[src/rtl/cpu_pkg.sv]
// Shared CPU types and constants for the writeback register file and its
// pending-write scoreboard.
package cpu_pkg;
    localparam int XLEN       = 32;
    localparam int REG_ADDR_W = 5;
    localparam int NUM_REGS   = 32;
    localparam int PEND_W     = 2;

    typedef logic [REG_ADDR_W-1:0] reg_addr_t;
    typedef logic [XLEN-1:0]       xword_t;
    typedef logic [PEND_W-1:0]     pend_cnt_t;

    localparam reg_addr_t REG_ZERO   = 5'd0;
    localparam xword_t    XWORD_ZERO = 32'h0000_0000;
    localparam pend_cnt_t PEND_ZERO  = 2'd0;
    localparam pend_cnt_t PEND_ONE   = 2'd1;
    localparam pend_cnt_t PEND_MAX   = {PEND_W{1'b1}};

    // Saturating step counts: an overflowing issue or idle retire leaves the count alone
    function automatic pend_cnt_t pend_issue(input pend_cnt_t cnt);
        return (cnt == PEND_MAX) ? cnt : cnt + PEND_ONE;
    endfunction

    function automatic pend_cnt_t pend_retire(input pend_cnt_t cnt);
        return (cnt == PEND_ZERO) ? cnt : cnt - PEND_ONE;
    endfunction
endpackage

[src/rtl/regfile_scoreboard.sv]
// Per-register pending-write counters with busy lookup for two source addresses.
// WB_REGFILE_BYPASS_EN: a producer retiring this cycle no longer counts as busy.
module regfile_scoreboard
    import cpu_pkg::*;
(
    input  logic      clk_i,
    input  logic      rst_i,
    input  logic      issue_en,
    input  reg_addr_t issue_addr,
    input  logic      retire_en,
    input  reg_addr_t retire_addr,
    input  reg_addr_t rs1_addr,
    input  reg_addr_t rs2_addr,
    output logic      rs1_busy,
    output logic      rs2_busy
);
    pend_cnt_t             cnt_r     [NUM_REGS];
    pend_cnt_t             cnt_nxt_s [NUM_REGS];
    logic [NUM_REGS-1:1]   issue_hit_s;
    logic [NUM_REGS-1:1]   retire_hit_s;
    logic [NUM_REGS-1:1]   overflow_s;
    logic [NUM_REGS-1:1]   underflow_s;
    pend_cnt_t             rs1_cnt_s;
    pend_cnt_t             rs2_cnt_s;

    // Decode which counters see an issue or a retirement this cycle
    always_comb begin
        issue_hit_s  = {(NUM_REGS-1){1'b0}};
        retire_hit_s = {(NUM_REGS-1){1'b0}};
        for (int r = 1; r < NUM_REGS; r++) begin
            issue_hit_s[r]  = issue_en  && (issue_addr  == reg_addr_t'(r));
            retire_hit_s[r] = retire_en && (retire_addr == reg_addr_t'(r));
        end
    end

    // Next count per register; issue and retire together cancel out, x0 never counts
    always_comb begin
        overflow_s   = {(NUM_REGS-1){1'b0}};
        underflow_s  = {(NUM_REGS-1){1'b0}};
        cnt_nxt_s[0] = PEND_ZERO;
        for (int r = 1; r < NUM_REGS; r++) begin
            case ({issue_hit_s[r], retire_hit_s[r]})
                2'b10: begin
                    cnt_nxt_s[r]  = pend_issue(cnt_r[r]);
                    overflow_s[r] = (cnt_r[r] == PEND_MAX);
                end
                2'b01: begin
                    cnt_nxt_s[r]   = pend_retire(cnt_r[r]);
                    underflow_s[r] = (cnt_r[r] == PEND_ZERO);
                end
                default: cnt_nxt_s[r] = cnt_r[r];
            endcase
        end
    end

    // Counter state; reset drops every in-flight record at once
    always_ff @(posedge clk_i or posedge rst_i) begin
        if (rst_i) begin
            for (int r = 0; r < NUM_REGS; r++) cnt_r[r] <= PEND_ZERO;
        end else begin
            for (int r = 0; r < NUM_REGS; r++) cnt_r[r] <= cnt_nxt_s[r];
        end
    end

    // Busy lookup for both read ports
    always_comb begin
`ifdef WB_REGFILE_BYPASS_EN
        if (retire_en && (retire_addr == rs1_addr)) begin
            rs1_cnt_s = pend_retire(cnt_r[rs1_addr]);
        end else begin
            rs1_cnt_s = cnt_r[rs1_addr];
        end
        if (retire_en && (retire_addr == rs2_addr)) begin
            rs2_cnt_s = pend_retire(cnt_r[rs2_addr]);
        end else begin
            rs2_cnt_s = cnt_r[rs2_addr];
        end
`else
        rs1_cnt_s = cnt_r[rs1_addr];
        rs2_cnt_s = cnt_r[rs2_addr];
`endif
        rs1_busy = (rs1_cnt_s != PEND_ZERO);
        rs2_busy = (rs2_cnt_s != PEND_ZERO);
    end

    regfile_scoreboard_chk u_chk (
        .clk_i       (clk_i),
        .rst_i       (rst_i),
        .overflow    (|overflow_s),
        .underflow   (|underflow_s),
        .issue_addr  (issue_addr),
        .retire_addr (retire_addr)
    );
endmodule

[src/rtl/regfile_scoreboard_chk.sv]
// Flags pending-write counter misuse: issuing past the in-flight limit, or
// retiring a register that has no producer in flight.
module regfile_scoreboard_chk
    import cpu_pkg::*;
(
    input  logic      clk_i,
    input  logic      rst_i,
    input  logic      overflow,
    input  logic      underflow,
    input  reg_addr_t issue_addr,
    input  reg_addr_t retire_addr
);
    // Sample the misuse flags on every active edge outside reset
    always @(posedge clk_i) begin
        if (!rst_i) begin
            assert (!overflow)
                else $warning("regfile_scoreboard: issue to x%0d with counter already saturated", issue_addr);
            assert (!underflow)
                else $warning("regfile_scoreboard: retire of x%0d with no write in flight", retire_addr);
        end
    end
endmodule

[src/rtl/wb_regfile.sv]
// Writeback-end register file: two combinational read ports plus a pending-write
// scoreboard. WB_REGFILE_BYPASS_EN forwards the writeback value to same-cycle reads.
module wb_regfile
    import cpu_pkg::*;
(
    input  logic                  clk_i,
    input  logic                  rst_i,
    input  logic                  RegWrite_i,
    input  logic [REG_ADDR_W-1:0] RDaddr_i,
    input  logic [XLEN-1:0]       RDdata_i,
    input  logic [REG_ADDR_W-1:0] RS1addr_i,
    input  logic [REG_ADDR_W-1:0] RS2addr_i,
    output logic [XLEN-1:0]       RS1data_o,
    output logic [XLEN-1:0]       RS2data_o,
    input  logic                  IssueValid_i,
    input  logic                  IssueRegWrite_i,
    input  logic [REG_ADDR_W-1:0] IssueRDaddr_i,
    output logic                  RS1busy_o,
    output logic                  RS2busy_o
);
    xword_t regs_r [NUM_REGS];
    logic   wr_en_s;

    assign wr_en_s = RegWrite_i && (RDaddr_i != REG_ZERO);

    function automatic xword_t read_port(input reg_addr_t addr);
        xword_t data;
        if (addr == REG_ZERO) begin
            data = XWORD_ZERO;
`ifdef WB_REGFILE_BYPASS_EN
        end else if (wr_en_s && !rst_i && (RDaddr_i == addr)) begin
            data = RDdata_i;
`endif
        end else begin
            data = regs_r[addr];
        end
        return data;
    endfunction

    // Architectural register storage; x0 is never written
    always_ff @(posedge clk_i or posedge rst_i) begin
        if (rst_i) begin
            for (int i = 0; i < NUM_REGS; i++) regs_r[i] <= XWORD_ZERO;
        end else if (wr_en_s) begin
            regs_r[RDaddr_i] <= RDdata_i;
        end
    end

    // Combinational read ports
    always_comb begin
        RS1data_o = read_port(RS1addr_i);
        RS2data_o = read_port(RS2addr_i);
    end

    regfile_scoreboard u_scoreboard (
        .clk_i       (clk_i),
        .rst_i       (rst_i),
        .issue_en    (IssueValid_i && IssueRegWrite_i),
        .issue_addr  (IssueRDaddr_i),
        .retire_en   (RegWrite_i),
        .retire_addr (RDaddr_i),
        .rs1_addr    (RS1addr_i),
        .rs2_addr    (RS2addr_i),
        .rs1_busy    (RS1busy_o),
        .rs2_busy    (RS2busy_o)
    );
endmodule
[config.mk]
export PLATFORM = sky130hd
export DESIGN_NAME = wb_regfile
export DESIGN_NICKNAME = d
export VERILOG_FILES = /design/src/rtl/cpu_pkg.sv /design/src/rtl/regfile_scoreboard.sv /design/src/rtl/regfile_scoreboard_chk.sv /design/src/rtl/wb_regfile.sv
export SDC_FILE = /design/constraint.sdc
export NUM_CORES = 2
export LEC_CHECK = 0
export ABC_AREA = 1
export ABC_CLOCK_PERIOD_IN_PS = 101000
export CAP_MARGIN = 20
export CORE_AREA = 5 5 409 411
export DETAILED_ROUTE_END_ITERATION = 8
export DIE_AREA = 0 0 414 416
export PLACE_DENSITY = 0.56
export SLEW_MARGIN = 20
export SYNTH_ARGS = -nofsm -noshare
export SYNTH_HDL_FRONTEND = slang
export SYNTH_SLANG_ARGS = --single-unit
[constraint.sdc]
create_clock -name clk_i -period 101 [get_ports clk_i]
set_input_delay 20.2 -clock clk_i [delete_from_list [all_inputs] [get_ports clk_i]]
set_output_delay 20.2 -clock clk_i [all_outputs]
set_load 0.01 [all_outputs]
# After elaboration in Yosys (flattened, before gate mapping)

Cells that the tools add are included.

Bits of input ports: 57
Word-level logic and storage cells: 622
Register bits after elaboration: 1086

Order comparisons: 4
Multiplexer cells: 110
Equal/unequal tests: 217
Bitwise gates (word level): 3
Add/sub/neg operators: 62
Reductions and logical operators: 163

Operators with widths:

| cell                                                                   | count |
|---|---|
| 1024-bit bitwise mux                                                   | 1 |
| 32-bit binary-select mux with 5-bit select                             | 2 |
| 32-bit 2-to-1 mux                                                      | 7 |
| 32-bit demux with 5-bit select                                         | 1 |
| 5-bit equality test (second input constant)                            | 32 |
| 2-bit 2-to-1 mux                                                       | 66 |
| 2-bit equality test (second input constant)                            | 62 |
| 2-bit inequality test (second input constant)                          | 62 |
| 2-bit case mux with 2 select lines                                     | 31 |
| 3-bit AND reduction                                                    | 31 |
| 5-bit by 4-bit equality test with 1-bit output (second input constant) | 16 |
| 2-bit nonzero test                                                     | 33 |
| 1-bit logical AND                                                      | 65 |
| 2-bit by 1-bit adder with 2-bit output (second input constant)         | 31 |
| 2-bit by 1-bit equality test with 1-bit output (second input constant) | 31 |
| 2-bit zero test                                                        | 31 |
| 2-bit by 1-bit subtractor with 2-bit output (second input constant)    | 31 |
| 5-bit by 3-bit equality test with 1-bit output (second input constant) | 8 |
| 2-bit binary-select mux with 5-bit select                              | 2 |
| 5-bit by 2-bit equality test with 1-bit output (second input constant) | 4 |
| 6-bit >= comparator (second input constant)                            | 3 |
| 5-bit inverter with 6-bit output                                       | 3 |
| 5-bit by 1-bit equality test with 1-bit output (second input constant) | 2 |
| 5-bit zero test                                                        | 2 |
| other kinds (2)                                                        | 2 |

# Depth between registers and ports, before layout

Word-level depth: 6
Gate-level depth with buffers: 13

# Cells and area by module

Synthesis repeated with hierarchy kept, for this count alone.

Cells, all modules: 9177
Area, all modules: 61858.1 um^2

By module, submodules not included:

| module             | instances | sequential area each (um^2) | area an instance (um^2) | cells an instance |
|---|---|---|---|---|
| wb_regfile         | 1         | 25624.6                     | 56359.1                 | 8296 |
| regfile_scoreboard | 1         | 1551.5                      | 5499.0                  | 881 |

# Worst setup path before layout

Ideal clock, no wire load.

Kind: input-to-output
Start point: input port RS2addr_i[0]
End point: output port RS2data_o[28]
Setup slack: 59.381 ns
Arrival time: 21.419 ns
Cell stages on the path: 10
Data required time: 80.800 ns
Cell sequence: buf_2 > buf_4 > buf_2 > clkbuf_1 > nand2_1 > nand3_1 > nand3_1 > a21oi_1 > nor2_1 > nor2_1

Word-level cells in the longest chain between the ends: 5
Elaborated cells on any way between the ends: 6
Classes of those cells: mux (4); bitwise (1); reduce/logical (1)

RTL lines:

| item                                                   | RTL line         | source |
|---|---|---|
| from (decl)                                            | wb_regfile.sv:12 | `input logic [REG_ADDR_W-1:0] RS2addr_i,` |
| 5-bit inverter with 6-bit output (not written as such) | wb_regfile.sv:35 | `data = regs_r[addr];` |
| 32-bit binary-select mux with 5-bit select             | wb_regfile.sv:35 |  |
| 32-bit 2-to-1 mux (not written as such) (2 in a row)   | wb_regfile.sv:35 |  |
| 32-bit 2-to-1 mux (*)                                  | wb_regfile.sv:28 | `if (addr == REG_ZERO) begin` |
| to (decl)                                              | wb_regfile.sv:14 | `output logic [XLEN-1:0] RS2data_o,` |

Mark *: on every way between the ends. The rest lies on a longest branch, timed or not. The select of a mux whose other input is x is not followed.

# Worst setup path after layout

Start point: input port RS2addr_i[0]
End point: output port RS2data_o[30]

Same word-level chain as after synthesis.

==> reports/qor.yml <==
status:
  run_status: "completed"
cts:
  cts_hold_buf: 0
  level_count_of_the_clock_h_tree: 3
  cell_chosen_for_the_clock_root: "clkbuf_16"
  clkSlewWorstSetupHoldPaths_ns: 0.06
  clk-insertion-delay-late_ns: 0.73
  cts_made_buffers: 121
  post_cts.repair.setup_buffers: 0
  tritoncts: "done"
  cts_resized: 0
  clk_path_buf_depth: 3
  total_number_of_clock_tree_sinks: 1086
floorplan:
  coreArea_um2: 163700
  initial_core_util_pct: 38.61
  fp.dieW_um: 414
  core.rowCount: 149
  die-height_um: 416
  design.die.area_um2: 172200
  num_io_pins: 123
global_routing:
  grtUsageTotal_pct: 29.43
  grt_pass1_wl_um: 389600
  maximum_number_of_pins_on_one_net_before_global_route_repair: 178
  grt.overflow.total: 0
  grt_pass1_vias: 59220
  antenna_found_initial: 17
yosys:
  mappedNetlistArea_um2: 63200
  yosysWarnings: 0
  syn_nets: 9450
  postSynthRegisterBits: 1086
  syn-instance-count: 9383
  synthDistinctLibCells: 34
  post_synth.cell_area_avg_um2: 6.736
  synth.yosys.seq_area_share_pct: 43.00
timing:
  layout_skew_ns: 0.007928
  timing.max_slew.rel_slack_pct: 19.35
  final_cycle_share_pct: 44.69
  post-route-min-period_ns: 45.14
  totalNegativeSetupSlack_ns: 0
  achievable-frequency_mhz: 22.15
  finalHoldViolCount: 0
  unrepaired_setup_endpoints_after_global_routing: "no"
  report.final.setup_viol: 0
  report.final.slew_viol_count: 0
  pin_slew_with_the_least_headroom_to_its_limit_ns: 1.210
pwr:
  power-per-cell-area_nw_per_um2: 19.16
  worst_ir_drop_vdd_mv: 0.01433
  p_leak_nw: 33.13
cells_and_area:
  syn_to_final_growth_pct: 9.263
  layout-drive-gt1-share_pct: 5.018
  commonest_cells_after_routing_fill_and_taps_aside: "nand2_1, nand3_1, dfrtp_1"
  finish.net_count: 8995
  layout_commonest_cell: "nand2_1"
  final_core_occ_pct: 42.19
drt:
  initial_drc_count: 7638
  antenna_left: 0
  routed_via_density: 5.621
  dr_drc_count: 0
  via_count: 63070
  drt_first_pass_iters: 8
  routed_wire_length_per_instance_um: 23.35
  postRouteWirelength_um: 262000
critical_path:
  crit_required_ns: 80.80
  worstSetupStartpointType: "input pin"
  worst-endpoint-arrival_ns: 24.94
  critical_path_class: "input pin to output port"
  end_kind: "output port"
  path_max_fanout: 120
placement:
  dpl_wire_length_um: 139200
  port_buffers: 122
  place_congestion: 0.8481
min_path:
  hold_path.class: "register to register"
flow_run:
  drv.max_cap_violation_count: 0
## worst max-delay path: stages
cell and delay (ns):
buf_8 0.29, inv_8 0.70, buf_4 0.82, buf_4 0.79, nand2_1 0.12, nand3_1 0.10, nand3_1 0.09, nand2_1 0.09
nand2_1 0.05, nand3_1 0.11, nand2_1 0.05, nor2_1 0.59, clkdlybuf4s50_1 0.70
## layout make-up
type	instances	area (um^2)
multi-input combinational	6692	29910
tap	2189	2739
inverter	797	3045
antenna	5	12.51
clock buffer	176	3557
timing repair buffer	230	2153
clock inverter	46	465.4
fill	17140	94630
sequential	1086	27180
## synth_stat cells
library cell  number  area, um^2
nor2_1           324        1216
o21ai_0         1055        5280
a21o_1             1       7.510
o211ai_1         145        1089
nand3_2            1       10.01
nand4_1            8       50.05
o21bai_1           1       7.510
o22ai_1            1       6.260
a21oi_1          116       580.6
a221oi_1           4       35.03
inv_2              4       15.01
xnor2_1            2       17.52
buf_2            226        1131
dfrtp_1         1086       27180
ha_1              10       125.1
and3_1             1       6.260
buf_1             96       360.4
clkinv_1           3       11.26
buf_4             12       90.09
o21ai_1          107       535.5
a22o_1             8       70.07
xor2_1             9       78.83
inv_1            790        2965
clkbuf_1         474        1779
nor2_2             3       18.77
nor2_4             3       33.78
or2_2             85       531.8
nor3_4             1       16.27
nand3_1         1503        7522
a211oi_1           1       7.510
nor3_2             1       10.01
a31oi_1            7       43.79
nand2_1         3288       12340
nor3_1             7       35.03
## cell families after synthesis
kind of cell / synth area share [%]
buffers and inverters: 10.05
xor gates and xnor gates: 0.1524
AOI/OAI and AO/OA: 12.12
adders and majority gates: 0.1980
and+or+nand+nor: 34.48
DFF: 43.00
## state kept, by name (all words and copies together), names as in the netlist
signal / flops
u_scoreboard.cnt_r: 62
regs_r: 1024
## per-layer routing
layer | vias up | share of wire, % | GRT usage, %
met5 | - | 0.035 | 0
met4 | 14 | 4.4 | 11.96
met3 | 545 | 9.1 | 5.161
met2 | 3135 | 45 | 46.97
met1 | 30340 | 42 | 39.76
li1 | 29040 | - | -
## worst paths after layout
path / depth (start not counted) / startpoint / endpoint / slack [ns]
max reg2reg: 3 / u_scoreboard.cnt_r[1] / u_scoreboard.cnt_r[1] / 99.75
min: 0 / regs_r[1020] / regs_r[1020] / 0.40
max in group asynchronous: 7 / rst_i / regs_r[106] / 77.64
min reg2reg: 0 / regs_r[1020] / regs_r[1020] / 0.40
max: 13 / RS2addr_i[0] / RS2data_o[30] / 55.86
min in group asynchronous: 2 / rst_i / regs_r[162] / 19.97
## metrics by stage
stage / std cells / total power [mW] / worst slack, ns / cell area, um^2 / hold slack [ns]
CTS: 11220 / 1.325 / 55.89 / 69010 / 0.4050
global route: 11220 / 1.397 / 55.70 / 69050 / 0.4162
finish: 11220 / 1.323 / 55.86 / 69060 / 0.4040
global placement: 10990 / 0.8590 / 55.84 / 64980 / 0.3865
detailed placement: 10990 / 0.8660 / 55.91 / 64990 / 0.3883
floorplan: 9383 / 0.7813 / 50.23 / 63200 / 0.4510
## where the power goes
| group | internal [mW] | total, mW | switching (mW) |
|---|---|---|---|
| combinational | 0.100 | 0.283 | 0.182 |
| sequential | 0.522 | 0.582 | 0.0608 |
| clock | 0.263 | 0.458 | 0.195 |
| total | 0.885 | 1.32 | 0.438 |
Power figures use the tool's default switching activity.
